--- src/rtl/id_ex_operand_stage_pkg.sv ---
// Shared definitions for the ID/EX operand stage: ALU codes, forward selects
// and the control bundle that a pipeline bubble clears.
package id_ex_operand_stage_pkg;

  localparam int ID_EX_DATA_W = 32;
  localparam int ID_EX_REG_AW = 5;
  localparam int ID_EX_OP_W   = 4;

  typedef enum logic [3:0] {
    ALU_AND = 4'd0,
    ALU_OR  = 4'd1,
    ALU_NOR = 4'd2,
    ALU_ADD = 4'd3,
    ALU_SUB = 4'd4,
    ALU_SRL = 4'd5,
    ALU_SLL = 4'd6,
    ALU_LUI = 4'd7,
    ALU_BEQ = 4'd8,
    ALU_BNE = 4'd9
  } alu_op_e;

  typedef enum logic [1:0] {
    FWD_REG   = 2'd0,
    FWD_MEMWB = 2'd1,
    FWD_EXMEM = 2'd2
  } fwd_sel_e;

  typedef struct packed {
    logic valid;
    logic reg_write;
    logic mem_read;
    logic mem_write;
    logic mem_to_reg;
    logic alu_src;
  } ctrl_t;

  localparam ctrl_t BUBBLE_CTRL = '0;

endpackage

--- src/rtl/id_ex_operand_stage_if.sv ---
// Decode-side bundle feeding the ID/EX stage; IdStall flows back to decode.
interface id_ex_operand_stage_if #(
  parameter int DATA_W = 32,
  parameter int REG_AW = 5,
  parameter int OP_W   = 4
);
  logic              IdValid;
  logic [DATA_W-1:0] IdReadData1;
  logic [DATA_W-1:0] IdReadData2;
  logic [DATA_W-1:0] IdImmediate;
  logic [REG_AW-1:0] IdRs;
  logic [REG_AW-1:0] IdRt;
  logic [REG_AW-1:0] IdWriteReg;
  logic [4:0]        IdShamt;
  logic [OP_W-1:0]   IdALUOperation;
  logic              IdALUSrc;
  logic              IdRegWrite;
  logic              IdMemRead;
  logic              IdMemWrite;
  logic              IdMemtoReg;
  logic              IdStall;

  modport master (
    output IdValid, IdReadData1, IdReadData2, IdImmediate, IdRs, IdRt,
           IdWriteReg, IdShamt, IdALUOperation, IdALUSrc, IdRegWrite,
           IdMemRead, IdMemWrite, IdMemtoReg,
    input  IdStall
  );

  modport slave (
    input  IdValid, IdReadData1, IdReadData2, IdImmediate, IdRs, IdRt,
           IdWriteReg, IdShamt, IdALUOperation, IdALUSrc, IdRegWrite,
           IdMemRead, IdMemWrite, IdMemtoReg,
    output IdStall
  );
endinterface

--- src/rtl/id_ex_operand_stage_forwarding_unit.sv ---
// Combinational forward-select generation for the rs and rt operands.
module forwarding_unit
  import id_ex_operand_stage_pkg::*;
#(
  parameter int REG_AW = ID_EX_REG_AW
) (
  input  logic [REG_AW-1:0] rs_i,
  input  logic [REG_AW-1:0] rt_i,
  input  logic              exmem_we_i,
  input  logic [REG_AW-1:0] exmem_wreg_i,
  input  logic              memwb_we_i,
  input  logic [REG_AW-1:0] memwb_wreg_i,
  input  logic              alusrc_i,
  output fwd_sel_e          sel_a_o,
  output fwd_sel_e          sel_rt_o,
  output logic              b_imm_o
);

  // EX/MEM is the younger result, so it wins; r0 is never a forwarding target.
  function automatic fwd_sel_e pick(
    input logic [REG_AW-1:0] r,
    input logic              em_we,
    input logic [REG_AW-1:0] em_wr,
    input logic              mw_we,
    input logic [REG_AW-1:0] mw_wr
  );
    if (em_we && (em_wr != '0) && (em_wr == r))      return FWD_EXMEM;
    else if (mw_we && (mw_wr != '0) && (mw_wr == r)) return FWD_MEMWB;
    else                                             return FWD_REG;
  endfunction

  assign sel_a_o  = pick(rs_i, exmem_we_i, exmem_wreg_i, memwb_we_i, memwb_wreg_i);
  assign sel_rt_o = pick(rt_i, exmem_we_i, exmem_wreg_i, memwb_we_i, memwb_wreg_i);
  assign b_imm_o  = alusrc_i;

endmodule

--- src/rtl/id_ex_operand_stage.sv ---
// ID/EX pipeline register with operand forwarding and load-use hazard stall.
// Optional BubbleCount output enabled by ID_EX_BUBBLE_COUNT_EN.
module id_ex_operand_stage
  import id_ex_operand_stage_pkg::*;
#(
  parameter int DATA_W = ID_EX_DATA_W,
  parameter int REG_AW = ID_EX_REG_AW,
  parameter int OP_W   = ID_EX_OP_W
) (
  input  logic              clk,
  input  logic              reset,
  id_ex_operand_stage_if.slave id,
  input  logic              ExStall,
  input  logic              Flush,
  input  logic              ExMemRegWrite,
  input  logic [REG_AW-1:0] ExMemWriteReg,
  input  logic [DATA_W-1:0] ExMemALUResult,
  input  logic              MemWbRegWrite,
  input  logic [REG_AW-1:0] MemWbWriteReg,
  input  logic [DATA_W-1:0] MemWbWriteData,
  output logic [OP_W-1:0]   ALUOperation,
  output logic [DATA_W-1:0] A,
  output logic [DATA_W-1:0] B,
  output logic [4:0]        shamt,
  output logic [DATA_W-1:0] ExStoreData,
  output logic              ExValid,
  output logic              ExRegWrite,
  output logic              ExMemRead,
  output logic              ExMemWrite,
  output logic              ExMemtoReg,
`ifdef ID_EX_BUBBLE_COUNT_EN
  output logic [15:0]       BubbleCount,
`endif
  output logic [REG_AW-1:0] ExWriteReg
);

  ctrl_t             ctrl_q;
  logic [OP_W-1:0]   aluop_q;
  logic [REG_AW-1:0] wreg_q, rs_q, rt_q;
  logic [4:0]        shamt_q;
  logic [DATA_W-1:0] rd1_q, rd2_q, imm_q;

  logic     load_use, load_bubble, capture, b_imm;
  fwd_sel_e sel_a, sel_rt;
  logic [DATA_W-1:0] a_fwd, rt_fwd;

  assign load_use = ctrl_q.valid && ctrl_q.mem_read && (wreg_q != '0) && id.IdValid &&
                    ((wreg_q == id.IdRs) || (wreg_q == id.IdRt));
  assign id.IdStall = load_use | ExStall;

  // Flush overrides a hold; a load-use bubble only loads when not held.
  assign load_bubble = Flush | (~ExStall & load_use);
  assign capture     = ~Flush & ~ExStall & ~load_use;

  always_ff @(posedge clk or negedge reset) begin
    if (!reset) begin
      ctrl_q  <= BUBBLE_CTRL;
      aluop_q <= '0;
      wreg_q  <= '0;
      rs_q    <= '0;
      rt_q    <= '0;
      shamt_q <= '0;
      rd1_q   <= '0;
      rd2_q   <= '0;
      imm_q   <= '0;
    end else if (load_bubble) begin
      ctrl_q  <= BUBBLE_CTRL;
      aluop_q <= '0;
      wreg_q  <= '0;
      rs_q    <= '0;
      rt_q    <= '0;
      shamt_q <= '0;
      rd1_q   <= '0;
      rd2_q   <= '0;
      imm_q   <= '0;
    end else if (capture) begin
      ctrl_q  <= '{valid: id.IdValid, reg_write: id.IdRegWrite, mem_read: id.IdMemRead,
                   mem_write: id.IdMemWrite, mem_to_reg: id.IdMemtoReg, alu_src: id.IdALUSrc};
      aluop_q <= id.IdALUOperation;
      wreg_q  <= id.IdWriteReg;
      rs_q    <= id.IdRs;
      rt_q    <= id.IdRt;
      shamt_q <= id.IdShamt;
      rd1_q   <= id.IdReadData1;
      rd2_q   <= id.IdReadData2;
      imm_q   <= id.IdImmediate;
    end
  end

  forwarding_unit #(.REG_AW(REG_AW)) u_fwd (
    .rs_i         (rs_q),
    .rt_i         (rt_q),
    .exmem_we_i   (ExMemRegWrite),
    .exmem_wreg_i (ExMemWriteReg),
    .memwb_we_i   (MemWbRegWrite),
    .memwb_wreg_i (MemWbWriteReg),
    .alusrc_i     (ctrl_q.alu_src),
    .sel_a_o      (sel_a),
    .sel_rt_o     (sel_rt),
    .b_imm_o      (b_imm)
  );

  always_comb begin
    a_fwd = rd1_q;
    case (sel_a)
      FWD_EXMEM: a_fwd = ExMemALUResult;
      FWD_MEMWB: a_fwd = MemWbWriteData;
      default:   a_fwd = rd1_q;
    endcase
    rt_fwd = rd2_q;
    case (sel_rt)
      FWD_EXMEM: rt_fwd = ExMemALUResult;
      FWD_MEMWB: rt_fwd = MemWbWriteData;
      default:   rt_fwd = rd2_q;
    endcase
  end

  assign A            = a_fwd;
  assign B            = b_imm ? imm_q : rt_fwd;
  assign ExStoreData  = rt_fwd;
  assign ALUOperation = aluop_q;
  assign shamt        = shamt_q;
  assign ExValid      = ctrl_q.valid;
  assign ExRegWrite   = ctrl_q.reg_write;
  assign ExMemRead    = ctrl_q.mem_read;
  assign ExMemWrite   = ctrl_q.mem_write;
  assign ExMemtoReg   = ctrl_q.mem_to_reg;
  assign ExWriteReg   = wreg_q;

`ifdef ID_EX_BUBBLE_COUNT_EN
  logic [15:0] bubble_cnt_q;

  always_ff @(posedge clk or negedge reset) begin
    if (!reset)                                         bubble_cnt_q <= '0;
    else if (load_bubble && (bubble_cnt_q != 16'hFFFF)) bubble_cnt_q <= bubble_cnt_q + 16'd1;
  end

  assign BubbleCount = bubble_cnt_q;
`endif

endmodule

--- src/flat_wrapper.sv ---
// flat-port wrapper written by rule: the top's interface ports become plain ports
module id_ex_operand_stage_flat import id_ex_operand_stage_pkg::*;
#(
  parameter int DATA_W = ID_EX_DATA_W,
  parameter int REG_AW = ID_EX_REG_AW,
  parameter int OP_W   = ID_EX_OP_W
)
  (clk, reset, ExStall, Flush, ExMemRegWrite, ExMemWriteReg, ExMemALUResult, MemWbRegWrite, MemWbWriteReg, MemWbWriteData, ALUOperation, A, B, shamt, ExStoreData, ExValid, ExRegWrite, ExMemRead, ExMemWrite, ExMemtoReg, ExWriteReg, id_IdValid, id_IdReadData1, id_IdReadData2, id_IdImmediate, id_IdRs, id_IdRt, id_IdWriteReg, id_IdShamt, id_IdALUOperation, id_IdALUSrc, id_IdRegWrite, id_IdMemRead, id_IdMemWrite, id_IdMemtoReg, id_IdStall);
  id_ex_operand_stage_if #(.DATA_W(DATA_W), .REG_AW(REG_AW), .OP_W(OP_W)) id_i ();
  input  logic clk;
  input  logic reset;
  input  logic ExStall;
  input  logic Flush;
  input  logic ExMemRegWrite;
  input  logic [REG_AW-1:0] ExMemWriteReg;
  input  logic [DATA_W-1:0] ExMemALUResult;
  input  logic MemWbRegWrite;
  input  logic [REG_AW-1:0] MemWbWriteReg;
  input  logic [DATA_W-1:0] MemWbWriteData;
  output logic [OP_W-1:0] ALUOperation;
  output logic [DATA_W-1:0] A;
  output logic [DATA_W-1:0] B;
  output logic [4:0] shamt;
  output logic [DATA_W-1:0] ExStoreData;
  output logic ExValid;
  output logic ExRegWrite;
  output logic ExMemRead;
  output logic ExMemWrite;
  output logic ExMemtoReg;
  output logic [REG_AW-1:0] ExWriteReg;
  input wire logic [$bits(id_i.IdValid)-1:0] id_IdValid;
  input wire logic [$bits(id_i.IdReadData1)-1:0] id_IdReadData1;
  input wire logic [$bits(id_i.IdReadData2)-1:0] id_IdReadData2;
  input wire logic [$bits(id_i.IdImmediate)-1:0] id_IdImmediate;
  input wire logic [$bits(id_i.IdRs)-1:0] id_IdRs;
  input wire logic [$bits(id_i.IdRt)-1:0] id_IdRt;
  input wire logic [$bits(id_i.IdWriteReg)-1:0] id_IdWriteReg;
  input wire logic [$bits(id_i.IdShamt)-1:0] id_IdShamt;
  input wire logic [$bits(id_i.IdALUOperation)-1:0] id_IdALUOperation;
  input wire logic [$bits(id_i.IdALUSrc)-1:0] id_IdALUSrc;
  input wire logic [$bits(id_i.IdRegWrite)-1:0] id_IdRegWrite;
  input wire logic [$bits(id_i.IdMemRead)-1:0] id_IdMemRead;
  input wire logic [$bits(id_i.IdMemWrite)-1:0] id_IdMemWrite;
  input wire logic [$bits(id_i.IdMemtoReg)-1:0] id_IdMemtoReg;
  output wire logic [$bits(id_i.IdStall)-1:0] id_IdStall;
  assign id_i.IdValid = id_IdValid;
  assign id_i.IdReadData1 = id_IdReadData1;
  assign id_i.IdReadData2 = id_IdReadData2;
  assign id_i.IdImmediate = id_IdImmediate;
  assign id_i.IdRs = id_IdRs;
  assign id_i.IdRt = id_IdRt;
  assign id_i.IdWriteReg = id_IdWriteReg;
  assign id_i.IdShamt = id_IdShamt;
  assign id_i.IdALUOperation = id_IdALUOperation;
  assign id_i.IdALUSrc = id_IdALUSrc;
  assign id_i.IdRegWrite = id_IdRegWrite;
  assign id_i.IdMemRead = id_IdMemRead;
  assign id_i.IdMemWrite = id_IdMemWrite;
  assign id_i.IdMemtoReg = id_IdMemtoReg;
  assign id_IdStall = id_i.IdStall;
  id_ex_operand_stage #(.DATA_W(DATA_W), .REG_AW(REG_AW), .OP_W(OP_W)) u_core (.clk(clk), .reset(reset), .id(id_i), .ExStall(ExStall), .Flush(Flush), .ExMemRegWrite(ExMemRegWrite), .ExMemWriteReg(ExMemWriteReg), .ExMemALUResult(ExMemALUResult), .MemWbRegWrite(MemWbRegWrite), .MemWbWriteReg(MemWbWriteReg), .MemWbWriteData(MemWbWriteData), .ALUOperation(ALUOperation), .A(A), .B(B), .shamt(shamt), .ExStoreData(ExStoreData), .ExValid(ExValid), .ExRegWrite(ExRegWrite), .ExMemRead(ExMemRead), .ExMemWrite(ExMemWrite), .ExMemtoReg(ExMemtoReg), .ExWriteReg(ExWriteReg));
endmodule
--- config.mk ---
export PLATFORM = sky130hd
export DESIGN_NAME = id_ex_operand_stage_flat
export DESIGN_NICKNAME = d
export VERILOG_FILES = /design/src/rtl/id_ex_operand_stage_pkg.sv /design/src/rtl/id_ex_operand_stage_if.sv /design/src/rtl/id_ex_operand_stage_forwarding_unit.sv /design/src/rtl/id_ex_operand_stage.sv /design/src/flat_wrapper.sv
export SDC_FILE = /design/constraint.sdc
export NUM_CORES = 1
export LEC_CHECK = 0
export BUFFER_PORTS_ARGS = -buffer_cell sky130_fd_sc_hd__clkbuf_2
export CAP_MARGIN = 20
export CORE_MARGIN = 2
export CORE_UTILIZATION = 40
export CTS_BUF_LIST = sky130_fd_sc_hd__clkbuf_4 sky130_fd_sc_hd__clkbuf_8
export DETAILED_ROUTE_END_ITERATION = 8
export PLACE_DENSITY = 0.69
export SLEW_MARGIN = 20
export SYNTH_ARGS = -nofsm -noshare
export SYNTH_HDL_FRONTEND = slang
export SYNTH_SLANG_ARGS = --single-unit
export TNS_END_PERCENT = 10
--- constraint.sdc ---
create_clock -name clk -period 2 [get_ports clk]
set_input_delay 0.2 -clock clk [delete_from_list [all_inputs] [get_ports clk]]
set_output_delay 0.2 -clock clk [all_outputs]
set_load 0.05 [all_outputs]
* Word level (Yosys, flattened, before mapping)
Index checks and enable logic that the tools add are counted.
Word-level totals: register bits after elaboration 126, bits of input ports 206, output and inout port bits 116, word-level logic and storage cells 72
Operators by class: equal/unequal tests 10, mux-type cells 25, bitwise logic cells 8, reduce and logical (&&, ||, !) cells 15
Operator list (number):
- 2-to-1 mux 32 bit | 7
- case mux 32 bit (2 select lines) | 2
- 2-to-1 mux 5 bit | 8
- equality test 5 bit | 6
- nonzero test 5 bit | 3
- 2-to-1 mux 6 bit | 2
- logical AND 1 bit | 10
- 2-to-1 mux 4 bit | 2
- equality test 2 x 1 -> 1 bit (second input constant) | 2
- equality test 2 bit (second input constant) | 2
- 2-to-1 mux 2 bit | 2
- bitwise AND 1 bit | 3
- NOT 1 bit | 3
- 2-to-1 mux 1 bit | 2
- bitwise OR 1 bit | 2
- nonzero test 2 bit | 1
- logical OR 1 bit | 1

* Logic depth before layout (Yosys ltp)
Gate-level depths: netlist of the first run.
depth in word-level cells 8, mapped depth 7, mapped depth without buffers 5

* Cells and area by module
From an unflattened synthesis of the first run, not the netlist that was laid out.
Second synthesis, totals: cells, all modules 965, area total of the unflattened synthesis 8023.9 sq um
Modules (own cells, without submodules):
- id_ex_operand_stage | instances 1, cells an instance 930, area each 7758.7 sq um, seq. area each 3153.0 sq um
- forwarding_unit | instances 1, cells an instance 35, area each 265.3 sq um, seq. area each 0.0 sq um

* Worst setup path before layout of the first run
Ideal clock, no wire load.
path type register to output, start reg u_core.rt_q[3], end out B[25], arrival 2.511 ns, data required time 1.800 ns, setup slack -0.711 ns, stages on the path, launching flop included 6, buffers on the path 0, cells stage by stage dfrtp_1 -> xor2_1 -> nor3_1 -> nand4_4 -> mux2i_1 -> a221oi_1
Between the ends: cells in the longest elaborated chain, start to end 7
RTL lines:
- start: declaration | line id_ex_operand_stage.sv:39 | logic [REG_AW-1:0] wreg_q, rs_q, rt_q;
- start signal: assignment | line id_ex_operand_stage.sv:82 | rt_q <= id.IdRt;
- equality test 5 bit | line id_ex_operand_stage_forwarding_unit.sv:28 | else if (mw_we && (mw_wr != '0) && (mw_wr == r)) return FWD_MEMWB;
- logical AND 1 bit | line id_ex_operand_stage_forwarding_unit.sv:28
- 2-to-1 mux 1 bit | line id_ex_operand_stage_forwarding_unit.sv:28
- 2-to-1 mux 2 bit * | line id_ex_operand_stage_forwarding_unit.sv:27 | if (em_we && (em_wr != '0) && (em_wr == r)) return FWD_EXMEM;
- equality test 2 x 1 -> 1 bit / equality test 2 bit (equally long branches) | line id_ex_operand_stage.sv:111 | case (sel_rt)
- case mux 32 bit (2 select lines) * | line id_ex_operand_stage.sv:111
- 2-to-1 mux 32 bit * | line id_ex_operand_stage.sv:119 | assign B = b_imm ? imm_q : rt_fwd;
- end: declaration | line flat_wrapper.sv:22 | output logic [DATA_W-1:0] B;
Mark *: on every way between the ends. The rest lies on a longest branch, timed or not.

* Worst setup path after layout of the first run
start reg u_core.rt_q[4], end out B[2]
The elaborated chain is that of the path after synthesis.

==> impl_metrics.tcl, run 1 <==
set metrics [dict create \
    crit_start "u_core.rt_q[4]$_DFFE_PN0P_" \
    num_vias 8555 \
    synthesis.nets 1031 \
    area.growth.synth_to_final_pct 77.02 \
    synth.mux.area_fraction 0.08471 \
    timing.max_cap.violations 0 \
    port-buffer-count 321 \
    place_area_um2 11200 \
    dr.first_iter.drc_count 673 \
    cpMostUsedCell "sky130_fd_sc_hd__buf_12" \
    yosysSeqAreaShare 0.4169 \
    synth.avg_cell_area_um2 9.166 \
    total_congestion_overflow 0 \
    violations "setup timing" \
    grt_antenna_before_repair 2 \
    grt_max_degree 78 \
    ir_drop_uv 362.2 \
    most-common-layout-cells "222 x sky130_fd_sc_hd__clkbuf_2, 164 x sky130_fd_sc_hd__nand2_1, 121 x sky130_fd_sc_hd__dfrtp_1" \
    die_height_um 141.5 \
    routed.top_layer "met4" \
    min-delay-path-class "primary input to flop" \
    outcome "finished, violations left" \
    worstSetupPathType "flop to output pin" \
    cp_cell_sequence "xor2_1 -> nor3_2 -> nand4_4 -> buf_12 -> buf_6 -> mux2i_4 -> a221oi_4 -> buf_12" \
    htree_num_levels 4 \
    synth_compound_area_frac 0.2406 \
    layout_commonest_cell "sky130_fd_sc_hd__clkbuf_2" \
    worst_pin_slew_ps 777.3 \
    cts_root_buffer "sky130_fd_sc_hd__clkbuf_8" \
    critical_path_cell_count 8 \
    critical_path.max_fanout 8 \
    route.detailed.drc 0 \
    via_count_of_the_first_global_routing_pass 8647 \
    track_usage 0.3088 \
    maxSlewViolCount 0 \
    min_delay_path_depth 3 \
    worst_path_max_stage_delay_ps 420 \
    number_of_cell_rows 50 \
    synth_cells 825 \
    worst_skew_pair.late_latency_ps 440 \
    floorplan.io_pins 322 \
    tritoncts "yes" \
    worst_r2r_startpoint "u_core.ExWriteReg[2]$_DFFE_PN0P_" \
    static-leakage-power_nw 5.909 \
    fin_area_um2 13390 \
    yosysUniqueCellTypes 33 \
    synth_seq_cells 126 \
    dpl.cell_count 1370 \
    postLayoutSetupSlackWorst_ps -717.1 \
    die-width_um 141.5 \
    cts_buffers 17 \
    post-route-period-util 1.359 \
    start_util 0.4056 \
    timing.critical_path.arrival_ps 2520 \
    relSlewSlack 0.4806 \
    die_area_um2 20020 \
    yosys_warnings 0 \
    routedWlPerCell_um 21.38 \
    met2_length_um 15130 \
    met1_length_um 12870 \
    met3RoutedLength_um 2156 \
    worst_ep_required_time_ps 1800 \
    power-per-cell-area_nw_per_um2 588.4 \
    routabilityCongestion 0.9588 \
    setup.worst_path.end_class "output pin" \
    drt-vias-per-instance 5.722 \
    synth_top_family_by_area "compound AO/OA/AOI/OAI gates" \
    grt_first_pass_wirelength_um 47730 \
    dp_hpwl_um 21480 \
    hold_path_origin "id_IdReadData2[5]" \
    path_clk_slew_ps 80 \
    total_power_mw 7.877 \
    nNetsFinal 1453 \
    finalWorstPathRequiredPeriod_ps 2717 \
    postRouteAntennaNets 0 \
    setup_viol 172 \
    crit_slowest_cell "sky130_fd_sc_hd__dfrtp_1" \
    final_layout_size_suffix_gt1_frac 0.5012 \
    coreArea_um2 18640 \
    worst-r2r-cell-count 6 \
    timing.critical_path.buf_inv 3 \
    fin_worst_skew_ps 15.91 \
    fmaxAchievable_mhz 368.0 \
    timing_hold_violations_final 0 \
    layoutNonFillerInstCount 1495 \
    grt_setup_unrepaired "yes" \
    simple_gate_share_of_the_synthesized_area 0.1511 \
    wirelength_um 31960 \
    drt-pass1-iter-count 5 \
    path_delay_family "buffers and inverters" \
    syn-cell-area_um2 7562 \
    cp-start-kind "flop" \
    cts.sinks 126 \
    synth_area_in_adders 0 \
    synth_xor_area_frac 0.03475 \
    clock_path_buffers 2 \
]
==> cell type report <==
class / count / area (um^2)
fillers: 1308 / 5256
multi-input cells: 584 / 5001
clock inverters: 9 / 63.81
repair buffers: 486 / 4458
diodes: 2 / 5.005
inverters: 32 / 120.1
clock buffers: 22 / 284.0
flip-flops and latches: 126 / 3162
well taps: 234 / 292.8
==> metrics by stage <==
step	setup TNS, ps	worst slack [ps]	utilization	hold slack (ps)
2_1_floorplan	-12390	-138.0	-	-95.59
3_3_place_gp	-25550	-409.6	0.6007	198.1
3_5_place_dp	-26960	-428.6	0.6007	201.1
4_1_cts	-55100	-717.9	0.7019	0.05645
5_1_grt	-71780	-805.3	0.7181	11.40
6_report	-54570	-717.1	0.7181	20.63
==> final timing paths <==
check | end | slack (ps)
setup / recovery | B[2] | -720
setup reg to reg | u_core.rd1_q[8]$_DFFE_PN0P_ | -110
hold / removal | u_core.rd2_q[5]$_DFFE_PN0P_ | 20
max in group asynchronous | u_core.imm_q[4]$_DFFE_PN0P_ | 950
hold reg to reg | u_core.imm_q[15]$_DFFE_PN0P_ | 500
min in group asynchronous | u_core.rd2_q[18]$_DFFE_PN0P_ | 280
==> cells in the mapped netlist, drive strengths merged <==
cell	count	area, um^2
and4	2	17.52
nand2	167	626.9
or2	1	6.260
xor2	24	210.2
a221oi	32	468.0
clkbuf	56	210.2
a32o	53	530.5
a31oi	1	12.51
a21oi	32	160.2
xnor2	6	52.55
nor2b	1	6.260
o21a	2	15.01
o22ai	73	456.7
buf	27	214.0
a22oi	1	7.510
nand3	1	10.01
o21ai	32	160.1
or4	3	22.52
mux2i	64	640.6
nor2	37	138.9
o2111ai	1	8.760
nor3	38	190.2
nand4	1	21.27
dfrtp	126	3153
inv	32	120.1
or3b	11	96.34
nand2b	1	6.260
==> timing repair <==
item                                   CTS  global route
pin swaps                               29            61
hold buffers                            93             0
setup buffers                            0             1
endpoints found under the hold margin  142             0
cloned                                   0             0
setup endpoints to repair              197           204
resized for setup                      142           114
==> cells by family (layout without fill, tap and decap cells) <==
kind of cell	after synthesis	after routing
xor+xnor	30	30
buf+inv	115	549
mux	64	64
compound gates	227	227
other cells	0	2
simple gates	263	263
flops	126	126
==> where the power goes <==
part	leakage (nW)	internal [mW]	total, mW	switching (mW)
sequential	1.67	2.69	2.82	0.126
combinational	4.07	1.34	3.05	1.72
clock	0.175	0.957	2.01	1.05
total	5.91	4.98	7.88	2.89
==> registers in the layout, summed over array words and instances, names as in the netlist <==
| signal | cells |
|---|---|
| u_core.rd1_q | 32 |
| u_core.shamt | 5 |
| u_core.ExMemRead | 1 |
| u_core.ctrl_q | 1 |
| u_core.ExRegWrite | 1 |
| u_core.ExValid | 1 |
| u_core.imm_q | 32 |
| u_core.rt_q | 5 |
| u_core.ExWriteReg | 5 |
| u_core.ExMemWrite | 1 |
| u_core.ALUOperation | 4 |
| u_core.rd2_q | 32 |
| u_core.ExMemtoReg | 1 |
| u_core.rs_q | 5 |
==> worst min-delay path, stage by stage <==
cell and delay, ps:
sky130_fd_sc_hd__clkbuf_2 80, sky130_fd_sc_hd__nand2_1 50, sky130_fd_sc_hd__o22ai_1 70
==> layer usage <==
layer  vias to the layer above  track usage
li1                       3854            -
met1                      4141       0.4073
met2                       451       0.4847
met3                       109      0.05602
met4                         0       0.1658
met5                         -            0
(Power assumes the default switching activity.)
==> run 2: changes to the inputs <==
--- a/config.mk
+++ b/config.mk
@@ -11,9 +11,11 @@
 export CORE_UTILIZATION = 40
 export CTS_BUF_LIST = sky130_fd_sc_hd__clkbuf_4 sky130_fd_sc_hd__clkbuf_8
 export DETAILED_ROUTE_END_ITERATION = 8
-export PLACE_DENSITY = 0.69
+export GPL_ROUTABILITY_DRIVEN = 0
+export PLACE_DENSITY = 0.68
 export SLEW_MARGIN = 20
 export SYNTH_ARGS = -nofsm -noshare
 export SYNTH_HDL_FRONTEND = slang
+export SYNTH_HIERARCHICAL = 1
 export SYNTH_SLANG_ARGS = --single-unit
 export TNS_END_PERCENT = 10
==> run 2 against run 1 <==
  * The run still ends with setup timing left
  * Register-to-register slack better by 80 ps
  * Critical path depth grew 4
  * First-iteration DRC count up 11%
  * Count of clock-buffer cells in the layout shrank 3
  * Worst hold slack gained 22 ps
  * Global-route usage up 3.1 points
  * Via count is 19% higher
  * Critical path type unchanged
  * Largest cell class unchanged
  * Largest power group unchanged
==> impl_metrics.tcl, run 2 <==
set metrics [dict create \
    outcome "finished, violations left" \
    violations "setup timing" \
    worst_skew_pair.late_latency_ps 460 \
    dpl.cell_count 1540 \
    drt-pass1-iter-count 8 \
    wirelength_um 37890 \
    cts_root_buffer "sky130_fd_sc_hd__clkbuf_8" \
    worst_pin_slew_ps 1018 \
    yosysUniqueCellTypes 30 \
    dp_hpwl_um 22540 \
    setup.worst_path.end_class "output pin" \
    area_taken_by_multi_input_logic_gates_um2 5678 \
    total_power_mw 10.10 \
    min_delay_path_depth 3 \
    synthesis.nets 1175 \
    grt_max_degree 96 \
    yosys_warnings 6 \
    r2r_setup_slack_ps -30 \
    start_util 0.4096 \
    syn-cell-area_um2 8024 \
    filler_cell_count 1291 \
    yosysSeqAreaShare 0.3930 \
    route.detailed.drc 0 \
    path_clk_slew_ps 80 \
    netlist_top_cells_count "248 x sky130_fd_sc_hd__nand2_1, 126 x sky130_fd_sc_hd__dfrtp_1, 116 x sky130_fd_sc_hd__o21ai_0" \
    clock_path_buffers 2 \
    fmaxAchievable_mhz 318.4 \
    htree_num_levels 4 \
    synth_cells 965 \
    total_congestion_overflow 0 \
    postLayoutSetupSlackWorst_ps -1140 \
    final_core_utilization 0.7646 \
    routedWlPerCell_um 22.09 \
    critical_path.max_fanout 8 \
    worst_ep_required_time_ps 1800 \
    nNetsFinal 1640 \
    finalWorstPathRequiredPeriod_ps 3140 \
    number_of_synthesized_flops_with_an_enable_pin 0 \
    cts_buffers 17 \
    worstSetupPathType "flop to output pin" \
    die_height_um 145.6 \
    cp_cell_sequence "buf_6 -> xnor2_2 -> nand4_1 -> nor4_2 -> buf_4 -> inv_4 -> ha_4 -> buf_12 -> a22oi_2 -> o21ai_4 -> mux2_4 -> buf_8" \
    synth.avg_cell_area_um2 8.315 \
    cts.sinks 126 \
    tritoncts "yes" \
    min-delay-path-class "primary input to flop" \
    synth_area_leaders "sky130_fd_sc_hd__dfrtp_1 39%, sky130_fd_sc_hd__nand2_1 12%, sky130_fd_sc_hd__o21ai_0 7.2%, sky130_fd_sc_hd__o221ai_1 7.0%, sky130_fd_sc_hd__a22oi_1 6.0%" \
    worst_r2r_startpoint "u_core/ExWriteReg[1]$_DFFE_PN0P_" \
    whs_endpoint "u_core/rd2_q[22]$_DFFE_PN0P_" \
    grt_setup_unrepaired "yes" \
    dr.first_iter.drc_count 748 \
    timing.max_cap.violations 0 \
    worstReg2RegEnd "u_core/imm_q[15]$_DFFE_PN0P_" \
    fin_area_um2 14980 \
    synth_top_area_frac 0.3930 \
    hold_path_origin "id_IdReadData2[22]" \
    worst_path_max_stage_delay_ps 450 \
    floorplan.io_pins 322 \
    crit_slowest_cell "sky130_fd_sc_hd__dfrtp_1" \
    drt-vias-per-instance 5.916 \
    final_layout_size_suffix_gt1_frac 0.4636 \
    yosys.cell_count.top_type "sky130_fd_sc_hd__nand2_1" \
    worst-r2r-cell-count 5 \
    port-buffer-count 321 \
    num_vias 10150 \
    timing.critical_path.arrival_ps 2940 \
    grt_antenna_before_repair 8 \
    relSlewSlack 0.3200 \
    sequential_cell_area_um2 3154 \
    layout_commonest_cell "sky130_fd_sc_hd__clkbuf_2" \
    setup_viol 99 \
    async_flop_share 1.000 \
    power-per-cell-area_nw_per_um2 674.0 \
    die-width_um 145.6 \
    postRouteAntennaNets 0 \
    most-common-layout-cells "221 x sky130_fd_sc_hd__clkbuf_2, 209 x sky130_fd_sc_hd__nand2_1, 125 x sky130_fd_sc_hd__dfrtp_1" \
    place_area_um2 11830 \
    reg.largest.list "u_core/imm_q: 32 flops, u_core/rd1_q: 32 flops, u_core/rd2_q: 32 flops" \
    die_area_um2 21210 \
    maxSlewViolCount 0 \
    ir_drop_uv 440.1 \
    coreArea_um2 19590 \
    track_usage 0.3399 \
    timing_hold_violations_final 0 \
    finalHoldWorstSlack_ps 43.06 \
    synth_seq_cells 126 \
    fin_worst_skew_ps 11.12 \
    cp-start-kind "flop" \
    synth_flop_cell "sky130_fd_sc_hd__dfrtp_1" \
    layoutNonFillerInstCount 1715 \
    static-leakage-power_nw 6.318 \
    yosysTopAreaCell "sky130_fd_sc_hd__dfrtp_1" \
    post-route-period-util 1.570 \
    area.growth.synth_to_final_pct 86.68 \
    via_count_of_the_first_global_routing_pass 10140 \
    grt_first_pass_wirelength_um 57090 \
    number_of_cell_rows 51 \
]
-- run 2: cell types whose count changed after synthesis, sizes merged, moves of 51 or more --
cell / before / now
o21ai: 32 / 117
nand2: 167 / 248
o22ai: 73 / 1
nand3: 1 / 68
mux2i: 64 / 0
o221ai: 0 / 64
a22oi: 1 / 64
a32o: 53 / 0
a32oi: 0 / 51
-- run 2: logic make-up after synthesis --
group                      share of synthesized area
buffers and inverters                        0.06034
AOI/OAI and AO/OA                             0.2847
adders and majority gates                   0.006238
xor gates and xnor gates                     0.03275
DFF                                           0.3930
muxes                                        0.04491
and+or+nand+nor                               0.1781
-- run 2: cell type report --
cell class / instances / share of cell area
inverters: 5 / 0.001420
multi-input cells: 727 / 0.3791
flip-flops and latches: 126 / 0.2106
diodes: 7 / 0.001169
clock buffers: 19 / 0.01704
repair buffers: 553 / 0.3576
well taps: 265 / 0.02213
clock inverters: 13 / 0.01103
-- run 2: worst max-delay path by stage --
stage	slack [ps]	endpoint	cells after the start	start
after global routing	-1270	A[8]	12	u_core/rs_q[4]$_DFFE_PN0P_
after global placement	-1020	B[29]	13	ExMemWriteReg[1]
after detailed placement	-1050	B[29]	13	ExMemWriteReg[1]
final	-1140	B[7]	12	u_core/rt_q[4]$_DFFE_PN0P_
after floorplan	-850	B[22]	10	ExMemWriteReg[1]
after CTS	-1120	B[15]	12	u_core/rt_q[3]$_DFFE_PN0P_
-- run 2: worst max-delay path: cells and delay by family (launching register included) --
family	cells	cell delay [ps]
AO/OA/AOI/OAI	2	400
adder cells (fa/ha/maj)	1	180
multiplexers	1	290
buffers and inverters	5	680
AND/OR/NAND/NOR	2	320
XOR/XNOR	1	130
flip-flops	1	450
-- run 2: where the power goes --
group          switching (mW)  internal (mW)  total (mW)  leakage, nW
Clock                    1.17           1.28        2.45        0.202
Sequential              0.209           2.81        3.02         1.61
Combinational            2.58           2.05        4.63         4.51
-- run 2: stage by stage --
stage	setup TNS [ps]	worst slack, ps
floorplan	-69980	-851.3
global placement	-80900	-1018
detailed placement	-83990	-1047
CTS	-92320	-1121
global route	-109780	-1270
finish	-97650	-1140
-- run 2: layer usage --
layer,up-vias,share of wire,global-route usage
met5,-,0.00029,0
met4,2,0.037,0.1304
met3,114,0.086,0.08182
met2,608,0.50,0.5801
met1,4900,0.37,0.4168
li1,4522,-,-
-- run 2: timing repair --
item / 4_1_cts / 5_1_grt
endpoints found under the hold margin: 181 / 0
buffers inserted: 8 / 12
pin swaps: 8 / 20
gates resized for setup: 226 / 96
cloned: 3 / 4
endpoints found under the setup margin: 100 / 129
hold buffers: 113 / 0
